### src/rtl/kmap_pkg.sv
// Shared constants and FSM state type for the K-map truth-table scanner.
package kmap_pkg;

    localparam int N_IN_DEF     = 4;
    localparam int MINTERMS_DEF = 2 ** N_IN_DEF;
    localparam int SETTLE_DEF   = 1;

    typedef enum logic [1:0] {
        IDLE   = 2'd0,
        APPLY  = 2'd1,
        SAMPLE = 2'd2,
        DONE   = 2'd3
    } state_e;

endpackage

### src/rtl/kmap_scanner_if.sv
// Stimulus/capture bundle between the scanner and its controller/function block.
interface kmap_scanner_if #(
    parameter int N_IN = kmap_pkg::N_IN_DEF
);
    localparam int MINTERMS = 2 ** N_IN;

    logic                start;
    logic [MINTERMS-1:0] expected;
    logic                f_in;
    logic [N_IN-1:0]     abcd_out;
    logic                busy;
    logic                done;
    logic [MINTERMS-1:0] truth;
    logic [N_IN:0]       ones_cnt;
    logic                match;

    modport master (
        output start, expected, f_in,
        input  abcd_out, busy, done, truth, ones_cnt, match
    );

    modport slave (
        input  start, expected, f_in,
        output abcd_out, busy, done, truth, ones_cnt, match
    );

endinterface

### src/rtl/kmap_settle_timer.sv
// Clear/enable settle counter; tc_o flags the last hold cycle (count == SETTLE-1).
module kmap_settle_timer #(
    parameter int SETTLE = kmap_pkg::SETTLE_DEF
) (
    input  logic clk,
    input  logic rst,
    input  logic clr_i,
    input  logic en_i,
    output logic tc_o
);
    localparam logic [3:0] TC_VAL = 4'(SETTLE - 1);

    logic [3:0] count_q;
    logic [3:0] count_d;

    always_comb begin
        count_d = count_q;
        if (clr_i) begin
            count_d = '0;
        end else if (en_i) begin
            count_d = count_q + 4'd1;
        end
    end

    always_ff @(posedge clk) begin
        if (rst) begin
            count_q <= '0;
        end else begin
            count_q <= count_d;
        end
    end

    assign tc_o = (count_q == TC_VAL);

endmodule

### src/rtl/kmap_scanner.sv
// Walks minterms 0..MINTERMS-1 onto a K-map block, captures its truth table and compares it.
module kmap_scanner
    import kmap_pkg::*;
#(
    parameter int N_IN   = N_IN_DEF,
    parameter int SETTLE = SETTLE_DEF
) (
    input  logic           clk,
    input  logic           rst,
    kmap_scanner_if.slave  bus
);
    localparam int MINTERMS = 2 ** N_IN;
    localparam logic [N_IN-1:0] LAST_IDX = '1;

    state_e              state_q, state_d;
    logic [N_IN-1:0]     idx_q, idx_d;
    logic [N_IN-1:0]     abcd_q, abcd_d;
    logic [MINTERMS-1:0] truth_q, truth_d;
    logic [N_IN:0]       ones_q, ones_d;
    logic                match_q, match_d;
    logic                busy_q, busy_d;
    logic                done_q, done_d;
    logic                tmr_clr, tmr_en, tmr_tc;

    kmap_settle_timer #(.SETTLE(SETTLE)) u_timer (
        .clk   (clk),
        .rst   (rst),
        .clr_i (tmr_clr),
        .en_i  (tmr_en),
        .tc_o  (tmr_tc)
    );

    always_comb begin
        state_d = state_q;
        idx_d   = idx_q;
        abcd_d  = abcd_q;
        truth_d = truth_q;
        ones_d  = ones_q;
        match_d = match_q;
        busy_d  = busy_q;
        done_d  = 1'b0;
        tmr_clr = 1'b0;
        tmr_en  = 1'b0;
        case (state_q)
            IDLE: begin
                tmr_clr = 1'b1;
                if (bus.start) begin
                    state_d = APPLY;
                    idx_d   = '0;
                    abcd_d  = '0;
                    truth_d = '0;
                    ones_d  = '0;
                    match_d = 1'b0;
                    busy_d  = 1'b1;
                end
            end
            APPLY: begin
                tmr_en = 1'b1;
                if (tmr_tc) begin
                    state_d = SAMPLE;
                end
            end
            SAMPLE: begin
                tmr_clr        = 1'b1;
                truth_d[idx_q] = bus.f_in;
                ones_d         = ones_q + (N_IN+1)'(bus.f_in);
                if (idx_q == LAST_IDX) begin
                    // match must include the sample being captured on this same edge
                    state_d = DONE;
                    done_d  = 1'b1;
                    match_d = (truth_d == bus.expected);
                end else begin
                    state_d = APPLY;
                    idx_d   = idx_q + 1'b1;
                    abcd_d  = abcd_q + 1'b1;
                end
            end
            DONE: begin
                state_d = IDLE;
                busy_d  = 1'b0;
                abcd_d  = '0;
            end
            default: state_d = IDLE;
        endcase
    end

    always_ff @(posedge clk) begin
        if (rst) begin
            state_q <= IDLE;
            idx_q   <= '0;
            abcd_q  <= '0;
            truth_q <= '0;
            ones_q  <= '0;
            match_q <= 1'b0;
            busy_q  <= 1'b0;
            done_q  <= 1'b0;
        end else begin
            state_q <= state_d;
            idx_q   <= idx_d;
            abcd_q  <= abcd_d;
            truth_q <= truth_d;
            ones_q  <= ones_d;
            match_q <= match_d;
            busy_q  <= busy_d;
            done_q  <= done_d;
        end
    end

    assign bus.abcd_out = abcd_q;
    assign bus.busy     = busy_q;
    assign bus.done     = done_q;
    assign bus.truth    = truth_q;
    assign bus.ones_cnt = ones_q;
    assign bus.match    = match_q;

endmodule

### src/flat_wrapper.sv
// flat-port wrapper written by rule: the top's interface ports become plain ports
module kmap_scanner_flat import kmap_pkg::*;
#(
    parameter int N_IN   = N_IN_DEF,
    parameter int SETTLE = SETTLE_DEF
)
  (clk, rst, bus_start, bus_expected, bus_f_in, bus_abcd_out, bus_busy, bus_done, bus_truth, bus_ones_cnt, bus_match);
  kmap_scanner_if #(.N_IN(N_IN)) bus_i ();
  input  logic clk;
  input  logic rst;
  input wire logic [$bits(bus_i.start)-1:0] bus_start;
  input wire logic [$bits(bus_i.expected)-1:0] bus_expected;
  input wire logic [$bits(bus_i.f_in)-1:0] bus_f_in;
  output wire logic [$bits(bus_i.abcd_out)-1:0] bus_abcd_out;
  output wire logic [$bits(bus_i.busy)-1:0] bus_busy;
  output wire logic [$bits(bus_i.done)-1:0] bus_done;
  output wire logic [$bits(bus_i.truth)-1:0] bus_truth;
  output wire logic [$bits(bus_i.ones_cnt)-1:0] bus_ones_cnt;
  output wire logic [$bits(bus_i.match)-1:0] bus_match;
  assign bus_i.start = bus_start;
  assign bus_i.expected = bus_expected;
  assign bus_i.f_in = bus_f_in;
  assign bus_abcd_out = bus_i.abcd_out;
  assign bus_busy = bus_i.busy;
  assign bus_done = bus_i.done;
  assign bus_truth = bus_i.truth;
  assign bus_ones_cnt = bus_i.ones_cnt;
  assign bus_match = bus_i.match;
  kmap_scanner #(.N_IN(N_IN), .SETTLE(SETTLE)) u_core (.clk(clk), .rst(rst), .bus(bus_i));
endmodule
### config.mk
export PLATFORM = sky130hd
export DESIGN_NAME = kmap_scanner_flat
export DESIGN_NICKNAME = d
export VERILOG_FILES = /design/src/rtl/kmap_pkg.sv /design/src/rtl/kmap_scanner_if.sv /design/src/rtl/kmap_settle_timer.sv /design/src/rtl/kmap_scanner.sv /design/src/flat_wrapper.sv
export SDC_FILE = /design/constraint.sdc
export NUM_CORES = 1
export LEC_CHECK = 0
export BUFFER_PORTS_ARGS = -buffer_cell sky130_fd_sc_hd__buf_4
export CORE_MARGIN = 3
export CORE_UTILIZATION = 25
export DETAILED_ROUTE_END_ITERATION = 16
export GPL_ROUTABILITY_DRIVEN = 1
export GPL_TIMING_DRIVEN = 1
export PLACE_DENSITY = 0.52
export RECOVER_POWER = 50
export SLEW_MARGIN = 10
export SYNTH_ARGS = -nofsm -noshare
export SYNTH_HDL_FRONTEND = slang
export SYNTH_SLANG_ARGS = --single-unit
export TNS_END_PERCENT = 20
### constraint.sdc
create_clock -name clk -period 2.1 [get_ports clk]
set_clock_uncertainty 0.15 [all_clocks]
set_input_delay 0.105 -clock clk [delete_from_list [all_inputs] [get_ports clk]]
set_output_delay 0.105 -clock clk [all_outputs]
set_load 0.005 [all_outputs]
==> impl_metrics.csv, run 1 <==
group,metric,value,unit
yosys,ys_async_sr_fraction,0,
placed_design,gp_congestion,0.829,
detailed_routing,first_pass_iters,4,
finish,fillers,972,
critical_path,timing.rr.start,"u_core.idx_q[1]$_SDFFE_PP0P_",
pwr,switching_share,0.257,
die,core,0.00893,mm2
detailed_routing,ant_nets,0,
critical_path,regToRegSetupSlack,80,ps
yosys,synthCells,284,
global_routing,grt_pass1_wl,10800,um
sta,finalHoldViolations,0,
clock_network,ctsHtreeMaxLevel,2,
yosys,yosysWarnings,0,
finish,final_cell_mix,"buf_4 (47), nor2_1 (46), dfxtp_1 (35)",
finish,register_area,769,um2
die,placement_rows,34,
clock_network,path_clk_slew,80,ps
yosys,synth_fp_nets,313,
die,io_pins,48,
sta,worstMarginPinSlew,627,ps
clock_network,cts_made_buffers,5,
pwr,p_clk_frac,0.409,
die,die-area,0.0106,mm2
sta,drv_slew,0,
detailed_routing,wl,6800,um
sta,fin_worst_hold_slack,67.1,ps
sta,relSlewSlack,0.582,
global_routing,antenna_found_initial,0,
critical_path,crit_fanout,5,
yosys,synth-seq-area-share,0.324,
clock_network,clkLatencyLatePin,300,ps
yosys,syn_avg_cell_area,8.26,um2
sta,period_minus_slack,2020,ps
pwr,peakVddDrop,0.228,mV
finish,multiInputGateArea,0.00149,mm2
sta,tns,0,ps
pwr,combPwrFrac,0.138,
detailed_routing,via_per_inst,4.87,
placed_design,hpwlAfterDp,4940,um
clock_network,cts_root_buffer,"clkbuf_8",
die,fp.dieW,103,um
yosys,yosys_most_used_dff,"dfxtp_1",
yosys,synth-edff-count,0,
hold_path,hold_path_startpoint,"bus_start",
detailed_routing,routedWlPerCell,14.8,um
sta,fin_crit_sh,0.961,
hold_path,hp-class,"in2reg",
global_routing,grt-ovfl-total,0,
critical_path,arrival,2110,ps
detailed_routing,vias,2230,
pwr,power.density,517,mW/mm2
finish,drive_gt1_frac,0.289,
detailed_routing,first_iter_violations,119,
finish,diodes,0,
placed_design,io_buffers,47,
outcome,status,"complete, no violations",
clock_network,max-clock-path-buffers,2,
yosys,synth-seq-cells,38,
critical_path,required,2190,ps
sta,fmax,496,MHz
clock_network,clock_sinks,38,
critical_path,start_kind,"flop",
critical_path,ff2ff_path_depth,8,
pwr,p_int,0.00121,W
pwr,p_total,0.00163,W
global_routing,grt_pass1_vias,2109,
die,die_h,103,um
critical_path,critPathKind,"reg2reg",
hold_path,hold_end,"u_core.state_q[0]$_SDFFE_PP0P_",
global_routing,track_usage,0.131,
pwr,leakage,1.24,nW
yosys,synth_cell_types,47,
clock_network,cts_tree,"yes",
sta,finalSetupViolations,0,
finish,final_common_cell,"buf_4",
pwr,p_switching,0.000417,W
die,initial_utilization,0.262,
global_routing,grt_max_degree,29,
detailed_routing,drcViolationCount,0,
hold_path,whs_path_depth,5,
pwr,p_seq_frac,0.453,
yosys,netlist_area,0.00234,mm2
critical_path,endpoint_kind,"flop",
finish,finish.net_count,379,
job,drv_cap,0,
critical_path,reg2reg_to,"u_core.bus.match$_SDFFE_PP0P_",
finish,syn2layout_area_growth,34.1,%
sta,rsz0062_at_grt,"true",
[power groups by stage]
stage / registers, W / clock network, W / logic, W
6_report: 0.000737 / 0.000665 / 0.000224
5_1_grt: 0.000740 / 0.000715 / 0.000251
4_1_cts: 0.000739 / 0.000688 / 0.000222
3_5_place_dp: 0.000755 / 0 / 0.000220
3_3_place_gp: 0.000755 / 0 / 0.000221
2_1_floorplan: 0.000756 / 0 / 0.000119
[critical path: stages, from the launching register on]
cell and delay, ps:
dfxtp_4 380, inv_4 90, ha_4 150, or3b_1 340, a32oi_1 150, and4_1 200, nand4_1 90, nor4_2 270
a22o_1 150
[worst max-delay path by stage]
stage / start / endpoint / cells past startpoint
after global routing: u_core.idx_q[0]$_SDFFE_PP0P_ / u_core.bus.match$_SDFFE_PP0P_ / 7
after floorplan: u_core.idx_q[0]$_SDFFE_PP0P_ / u_core.bus.match$_SDFFE_PP0P_ / 9
after detailed placement: u_core.idx_q[0]$_SDFFE_PP0P_ / u_core.bus.match$_SDFFE_PP0P_ / 8
after CTS: u_core.idx_q[0]$_SDFFE_PP0P_ / u_core.bus.match$_SDFFE_PP0P_ / 9
after global placement: u_core.idx_q[1]$_SDFFE_PP0P_ / u_core.bus.match$_SDFFE_PP0P_ / 8
final: u_core.idx_q[1]$_SDFFE_PP0P_ / u_core.bus.match$_SDFFE_PP0P_ / 8
[cell usage after synthesis (3+ instances only)]
| cell | count | area [um2] |
|---|---|---|
| nor2_1 | 46 | 173 |
| a2bb2oi_1 | 3 | 26.3 |
| xor2_1 | 10 | 87.6 |
| clkbuf_1 | 9 | 33.8 |
| inv_1 | 14 | 52.6 |
| and3_1 | 3 | 18.8 |
| buf_1 | 3 | 11.3 |
| nand2_1 | 8 | 30.0 |
| nor3b_2 | 3 | 37.5 |
| a21oi_1 | 9 | 45.0 |
| buf_6 | 3 | 33.8 |
| xnor2_1 | 10 | 87.6 |
| dfxtp_1 | 38 | 761 |
| and3b_1 | 5 | 43.8 |
| mux2i_1 | 8 | 80.1 |
| nand4_1 | 4 | 25.0 |
| a22oi_1 | 20 | 150 |
| ha_1 | 9 | 113 |
| nor2b_1 | 3 | 18.8 |
| nand3_1 | 7 | 35.0 |
| nand2b_1 | 8 | 50.1 |
| o32ai_1 | 5 | 43.8 |
| o21ai_0 | 22 | 110 |
| buf_2 | 4 | 20.0 |
[state kept, by name, indices dropped and copies added, names as in the netlist]
register,count
u_core.bus.match,1
u_core.bus.done,1
u_core.u_timer.count_q,4
u_core.bus.ones_cnt,5
u_core.state_q,2
u_core.idx_q,4
u_core.bus.abcd_out,4
u_core.bus.truth,16
u_core.bus.busy,1
[stage by stage]
step / instances / util / cell area (um2) / setup slack, ps
finish: 458 / 0.352 / 3140 / 82.8
global placement: 448 / 0.330 / 2950 / -53.1
detailed placement: 448 / 0.330 / 2950 / -51.6
CTS: 456 / 0.345 / 3080 / 2.67
global route: 458 / 0.352 / 3140 / -28.1
floorplan: 284 / - / 2340 / 71.9
[final cells by class]
cell class,count,share of cell area
inverters,14,0.0183
clock inverters,1,0.00955
well taps,108,0.0430
clock buffers,6,0.0263
multi-input cells,212,0.475
repair buffers,79,0.183
flip-flops and latches,38,0.245
[per-layer routing]
metal / GRT usage / vias up / routed length, um
li1: - / 1136 / -
met1: 0.188 / 1036 / 3320
met2: 0.204 / 54 / 3050
met3: 0.0298 / 4 / 409
met4: 0.0209 / 0 / 20
met5: 0 / - / 0
[kinds of logic after synthesis]
| logic type | synth area share |
|---|---|
| compound gates | 0.202 |
| xor+xnor | 0.0747 |
| buf+inv | 0.0710 |
| simple gates | 0.245 |
| flops | 0.324 |
| mux | 0.0342 |
| fa+ha+maj | 0.0480 |
[timing repair]
action                     in CTS  in global routing
setup endpoints to repair       1                  1
resized for setup               4                 22
setup buffers                   0                  2
pin swaps                       1                  7
hold endpoints to repair        1                  0
cloned                          0                  0
hold buffers                    1                  0
(Power assumes the default switching activity.)
==> inputs of run 2 (changes only) <==
--- a/config.mk
+++ b/config.mk
@@ -6,7 +6,7 @@
 export NUM_CORES = 1
 export LEC_CHECK = 0
 export BUFFER_PORTS_ARGS = -buffer_cell sky130_fd_sc_hd__buf_4
-export CORE_MARGIN = 3
+export CORE_MARGIN = 5
 export CORE_UTILIZATION = 25
 export DETAILED_ROUTE_END_ITERATION = 16
 export GPL_ROUTABILITY_DRIVEN = 1
==> constraint.sdc (replaced) <==
create_clock -name clk -period 2.1 [get_ports clk]
set_clock_uncertainty 0.15 [all_clocks]
set_input_delay 0.21 -clock clk [delete_from_list [all_inputs] [get_ports clk]]
set_output_delay 0.21 -clock clk [all_outputs]
set_load 0.005 [all_outputs]
==> impl_metrics.csv, run 2 (synthesis results as in run 1) <==
group,metric,value,unit
outcome,status,"finished, violations left",
outcome,failed_checks,"negative setup slack",
detailed_routing,vias,2270,
global_routing,grt_max_degree,29,
clock_network,postCtsSetupRepairBufs,0,
placed_design,placedCellCount,459,
die,io_pins,48,
clock_network,clock_sinks,38,
finish,drive_gt1_frac,0.282,
clock_network,clkLatencyLatePin,290,ps
critical_path,cp_cell_sequence,"inv_1 -> ha_1 -> and3b_1 -> buf_4 -> mux2i_1 -> a2bb2oi_1 -> o21ai_0 -> nor4_2 -> a22o_1",
clock_network,cts_root_buffer,"clkbuf_8",
pwr,p_switching,0.000401,W
global_routing,grt-ovfl-total,0,
sta,finalHoldViolations,0,
clock_network,cts_made_buffers,5,
detailed_routing,first_pass_iters,6,
finish,syn2layout_area_growth,32.6,%
clock_network,cts_hold_buf,0,
detailed_routing,via_per_inst,4.87,
clock_network,max-clock-path-buffers,2,
critical_path,critPathKind,"reg2reg",
critical_path,path_delay_family,"simple AND/OR/NAND/NOR gates",
global_routing,grt_pass1_wl,11400,um
die,die_h,107,um
clock_network,ctsHtreeMaxLevel,2,
sta,drv_slew,0,
sta,finalSetupViolations,1,
critical_path,required,2190,ps
detailed_routing,wl,6990,um
pwr,p_int,0.00121,W
finish,largest_reg_flops,16,
finish,diodes,0,
job,drv_cap,0,
critical_path,crit_buf_inv,2,
sta,relSlewSlack,0.682,
finish,fillers,980,
finish,postLayoutCoreUtil,0.338,
die,die-area,0.0114,mm2
sta,worstMarginPinSlew,477,ps
critical_path,crit_slowest_cell,"dfxtp_2",
sta,fmax,473,MHz
sta,fin_crit_sh,1.01,
die,initial_utilization,0.255,
die,core,0.00920,mm2
placed_design,gp_congestion,0.828,
sta,tns,-13.1,ps
hold_path,hp-class,"in2reg",
finish,final_common_cell,"buf_4",
finish,finish.net_count,384,
die,placement_rows,35,
pwr,combPwrFrac,0.139,
pwr,power.density,518,mW/mm2
global_routing,grt_pass1_vias,2214,
detailed_routing,ant_nets,0,
global_routing,track_usage,0.124,
placed_design,hpwlAfterDp,5200,um
sta,fin_ws,-13.1,ps
pwr,peakVddDrop,0.308,mV
critical_path,crit_fanout,5,
detailed_routing,routedWlPerCell,15.0,um
global_routing,antenna_found_initial,0,
critical_path,endpoint_kind,"flop",
clock_network,cts_tree,"yes",
sta,rsz0062_at_grt,"true",
placed_design,pre_cts_slack,-136,ps
pwr,p_seq_frac,0.458,
placed_design,io_buffers,47,
sta,period_minus_slack,2110,ps
pwr,p_clk_frac,0.403,
critical_path,slowest_delay,370,ps
die,fp.dieW,107,um
detailed_routing,drcViolationCount,0,
critical_path,arrival,2200,ps
detailed_routing,first_iter_violations,85,
finish,final_cell_mix,"buf_4 (56), nor2_1 (46), dfxtp_1 (34)",
pwr,leakage,1.28,nW
pwr,switching_share,0.249,
sta,fin_worst_hold_slack,93.4,ps
critical_path,start_kind,"flop",
clock_network,path_clk_slew,80,ps
finish,fin_cells,466,
[run 2: power groups by stage]
stage	registers, W	logic (W)	clock network [W]
global placement	0.000755	0.000225	0
global route	0.000740	0.000248	0.000712
detailed placement	0.000755	0.000225	0
finish	0.000738	0.000224	0.000649
floorplan	0.000756	0.000119	0
CTS	0.000738	0.000227	0.000677
[run 2: path summary, 6_finish.rpt]
kind	slack (ps)	cells past startpoint	end	from
hold reg to reg	340	1	u_core.bus.ones_cnt[4]$_SDFFE_PP0P_	u_core.bus.ones_cnt[4]$_SDFFE_PP0P_
setup / recovery	-10	9	u_core.bus.match$_SDFFE_PP0P_	u_core.idx_q[0]$_SDFFE_PP0P_
hold / removal	90	3	u_core.bus.done$_SDFF_PP0_	rst
setup reg to reg	-10	9	u_core.bus.match$_SDFFE_PP0P_	u_core.idx_q[0]$_SDFFE_PP0P_
[run 2: metal layers]
metal  share of wire  wire, um  vias up  track usage
li1                -         -     1146            -
met1            0.50      3480     1067        0.172
met2            0.45      3120       51        0.193
met3           0.049       343        6       0.0307
met4          0.0064        45        0       0.0283
met5               0         0        -            0
[run 2: final cells by class]
cell class	instances	area [um2]	share of cell area
clock buffer	6	82.6	0.0266
clock inverter	1	30.0	0.00966
inverter	14	52.6	0.0169
multi-input combinational	212	1430	0.459
sequential	38	766	0.246
tap	111	139	0.0447
timing repair buffer	84	612	0.197
[run 2: stage by stage]
| stage | instance area (um2) | power, W |
|---|---|---|
| final | 3110 | 0.00161 |
| after global routing | 3110 | 0.00170 |
| after CTS | 3130 | 0.00164 |
| after detailed placement | 3000 | 0.000980 |
| after global placement | 3000 | 0.000980 |
| after floorplan | 2340 | 0.000875 |
[run 2: tightest hold or removal path: stages]
cell and delay [ps]:
buf_4 90, nor3_1 60, buf_4 130
[run 2: what timing repair did]
action / 4_1_cts / 5_1_grt
resized for setup: 5 / 1
pin swaps: 1 / 0
endpoints found under the setup margin: 1 / 1
==> inputs of run 3 (changes only) <==
--- a/config.mk
+++ b/config.mk
@@ -6,12 +6,14 @@
 export NUM_CORES = 1
 export LEC_CHECK = 0
 export BUFFER_PORTS_ARGS = -buffer_cell sky130_fd_sc_hd__buf_4
+export CELL_PAD_IN_SITES_DETAIL_PLACEMENT = 0
+export CELL_PAD_IN_SITES_GLOBAL_PLACEMENT = 2
 export CORE_MARGIN = 5
 export CORE_UTILIZATION = 25
 export DETAILED_ROUTE_END_ITERATION = 16
 export GPL_ROUTABILITY_DRIVEN = 1
 export GPL_TIMING_DRIVEN = 1
-export PLACE_DENSITY = 0.52
+export PLACE_DENSITY = 0.68
 export RECOVER_POWER = 50
 export SLEW_MARGIN = 10
 export SYNTH_ARGS = -nofsm -noshare
==> impl_metrics.csv, run 3 (synthesis results as in run 1) <==
group,metric,value,unit
outcome,status,"complete, no violations",
clock_network,path_clk_slew,90,ps
critical_path,arrival,2100,ps
critical_path,crit_buf_inv,2,
global_routing,track_usage,0.129,
global_routing,grt_max_degree,29,
placed_design,gp_congestion,0.804,
hold_path,hold_end,"u_core.bus.done$_SDFF_PP0_",
detailed_routing,routedWlPerCell,15.7,um
hold_path,hold_path_startpoint,"rst",
clock_network,cts_root_buffer,"clkbuf_8",
critical_path,cp_cell_sequence,"inv_1 -> ha_4 -> and3b_2 -> buf_4 -> mux2i_1 -> a2bb2oi_1 -> o21ai_0 -> nor4_2 -> a22o_1",
sta,tns,0,ps
sta,rsz0062_at_grt,"true",
detailed_routing,ant_nets,0,
critical_path,required,2190,ps
pwr,peakVddDrop,0.222,mV
finish,final_common_cell,"buf_4",
critical_path,start_kind,"flop",
critical_path,regToRegSetupSlack,80,ps
pwr,power.density,523,mW/mm2
detailed_routing,vias,2271,
finish,fin_cells,462,
detailed_routing,first_iter_violations,78,
sta,period_minus_slack,2020,ps
clock_network,cts_tree,"yes",
sta,worstMarginPinSlew,524,ps
sta,fin_crit_sh,0.961,
finish,final_cell_mix,"buf_4 (50), nor2_1 (46), dfxtp_1 (35)",
hold_path,whs_path_depth,3,
clock_network,cts_made_buffers,5,
finish,largest_reg_flops,16,
pwr,leakage,1.25,nW
die,core,0.00920,mm2
die,placement_rows,35,
finish,syn2layout_area_growth,33.2,%
critical_path,cp-startpoint,"u_core.idx_q[0]$_SDFFE_PP0P_",
critical_path,timing.rr.start,"u_core.idx_q[0]$_SDFFE_PP0P_",
placed_design,dpl_cell_area,0.00298,mm2
clock_network,cts_hold_buf,0,
detailed_routing,wl,7250,um
finish,diodes,0,
sta,finalHoldViolations,0,
clock_network,clkLatencyLatePin,290,ps
sta,fmax,496,MHz
global_routing,grt_pass1_wl,11900,um
critical_path,crit_slowest_cell,"dfxtp_4",
die,die_h,107,um
global_routing,grt_pass1_vias,2306,
placed_design,hpwlAfterDp,5250,um
die,io_pins,48,
critical_path,path_delay_family,"simple AND/OR/NAND/NOR gates",
clock_network,max-clock-path-buffers,2,
sta,relSlewSlack,0.651,
critical_path,endpoint_kind,"flop",
detailed_routing,drcViolationCount,0,
finish,finish.net_count,380,
placed_design,io_buffers,47,
finish,postLayoutCoreUtil,0.340,
global_routing,grt-ovfl-total,0,
sta,drv_slew,0,
die,fp.dieW,107,um
clock_network,ctsHtreeMaxLevel,2,
global_routing,antenna_found_initial,0,
sta,finalSetupViolations,0,
critical_path,slowest_delay,380,ps
finish,drive_gt1_frac,0.285,
critical_path,crit_fanout,5,
detailed_routing,first_pass_iters,4,
critical_path,reg2reg_to,"u_core.bus.match$_SDFFE_PP0P_",
critical_path,critPathKind,"reg2reg",
die,die-area,0.0114,mm2
finish,fin_area,0.00312,mm2
placed_design,placedCellCount,454,
clock_network,clock_sinks,38,
die,initial_utilization,0.255,
critical_path,ff2ff_path_depth,9,
job,drv_cap,0,
hold_path,hp-class,"in2reg",
detailed_routing,via_per_inst,4.92,
## run 3: worst max path at each step
stage | endpoint | slack [ps] | cells after the start
2_1_floorplan | u_core.bus.match$_SDFFE_PP0P_ | 70 | 9
5_1_grt | u_core.bus.match$_SDFFE_PP0P_ | -70 | 8
3_3_place_gp | u_core.bus.match$_SDFFE_PP0P_ | -20 | 6
3_5_place_dp | u_core.bus.match$_SDFFE_PP0P_ | -110 | 8
6_report | u_core.bus.match$_SDFFE_PP0P_ | 80 | 9
4_1_cts | u_core.bus.match$_SDFFE_PP0P_ | 30 | 8
## run 3: layout make-up
class | count | area [um2]
tap | 111 | 139
clock buffer | 6 | 82.6
timing repair buffer | 80 | 591
multi-input combinational | 212 | 1460
sequential | 38 | 767
clock inverter | 1 | 30.0
fill | 998 | 6070
inverter | 14 | 52.6
## run 3: per-layer routing
| layer | up-vias | GRT usage | share of wire | routed length (um) |
|---|---|---|---|---|
| met5 | - | 0 | 0 | 0 |
| met4 | 0 | 0.0192 | 0.0058 | 42 |
| met1 | 1085 | 0.177 | 0.49 | 3580 |
| met3 | 5 | 0.0289 | 0.040 | 293 |
| li1 | 1138 | - | - | - |
| met2 | 43 | 0.211 | 0.46 | 3330 |
## run 3: per-stage QoR
stage               hold WS (ps)  setup slack, ps  total power, W
floorplan                    148             71.9        0.000875
global placement             322            -21.2        0.000984
detailed placement           331             -111        0.000984
CTS                         71.1             32.5         0.00166
global route                79.8            -72.6         0.00172
finish                      77.4             82.3         0.00163
## run 3: worst reg2reg max path, cell delays in order (launching register included)
cell	delay, ps
dfxtp_4	380
inv_1	90
ha_4	180
and3b_2	220
buf_4	140
mux2i_1	110
a2bb2oi_1	150
o21ai_0	120
nor4_2	280
a22o_1	150
## run 3: power by group
part           switching, W  internal [W]  total (W)
Clock              0.000287      0.000381   0.000668
Sequential       0.00000860      0.000729   0.000738
Combinational      0.000128      0.000100   0.000228
## run 3: repair_timing
item | 4_1_cts | 5_1_grt
setup endpoints to repair | 1 | 1
gates resized for setup | 12 | 3
buffers inserted | 0 | 1
pin swaps | 2 | 0
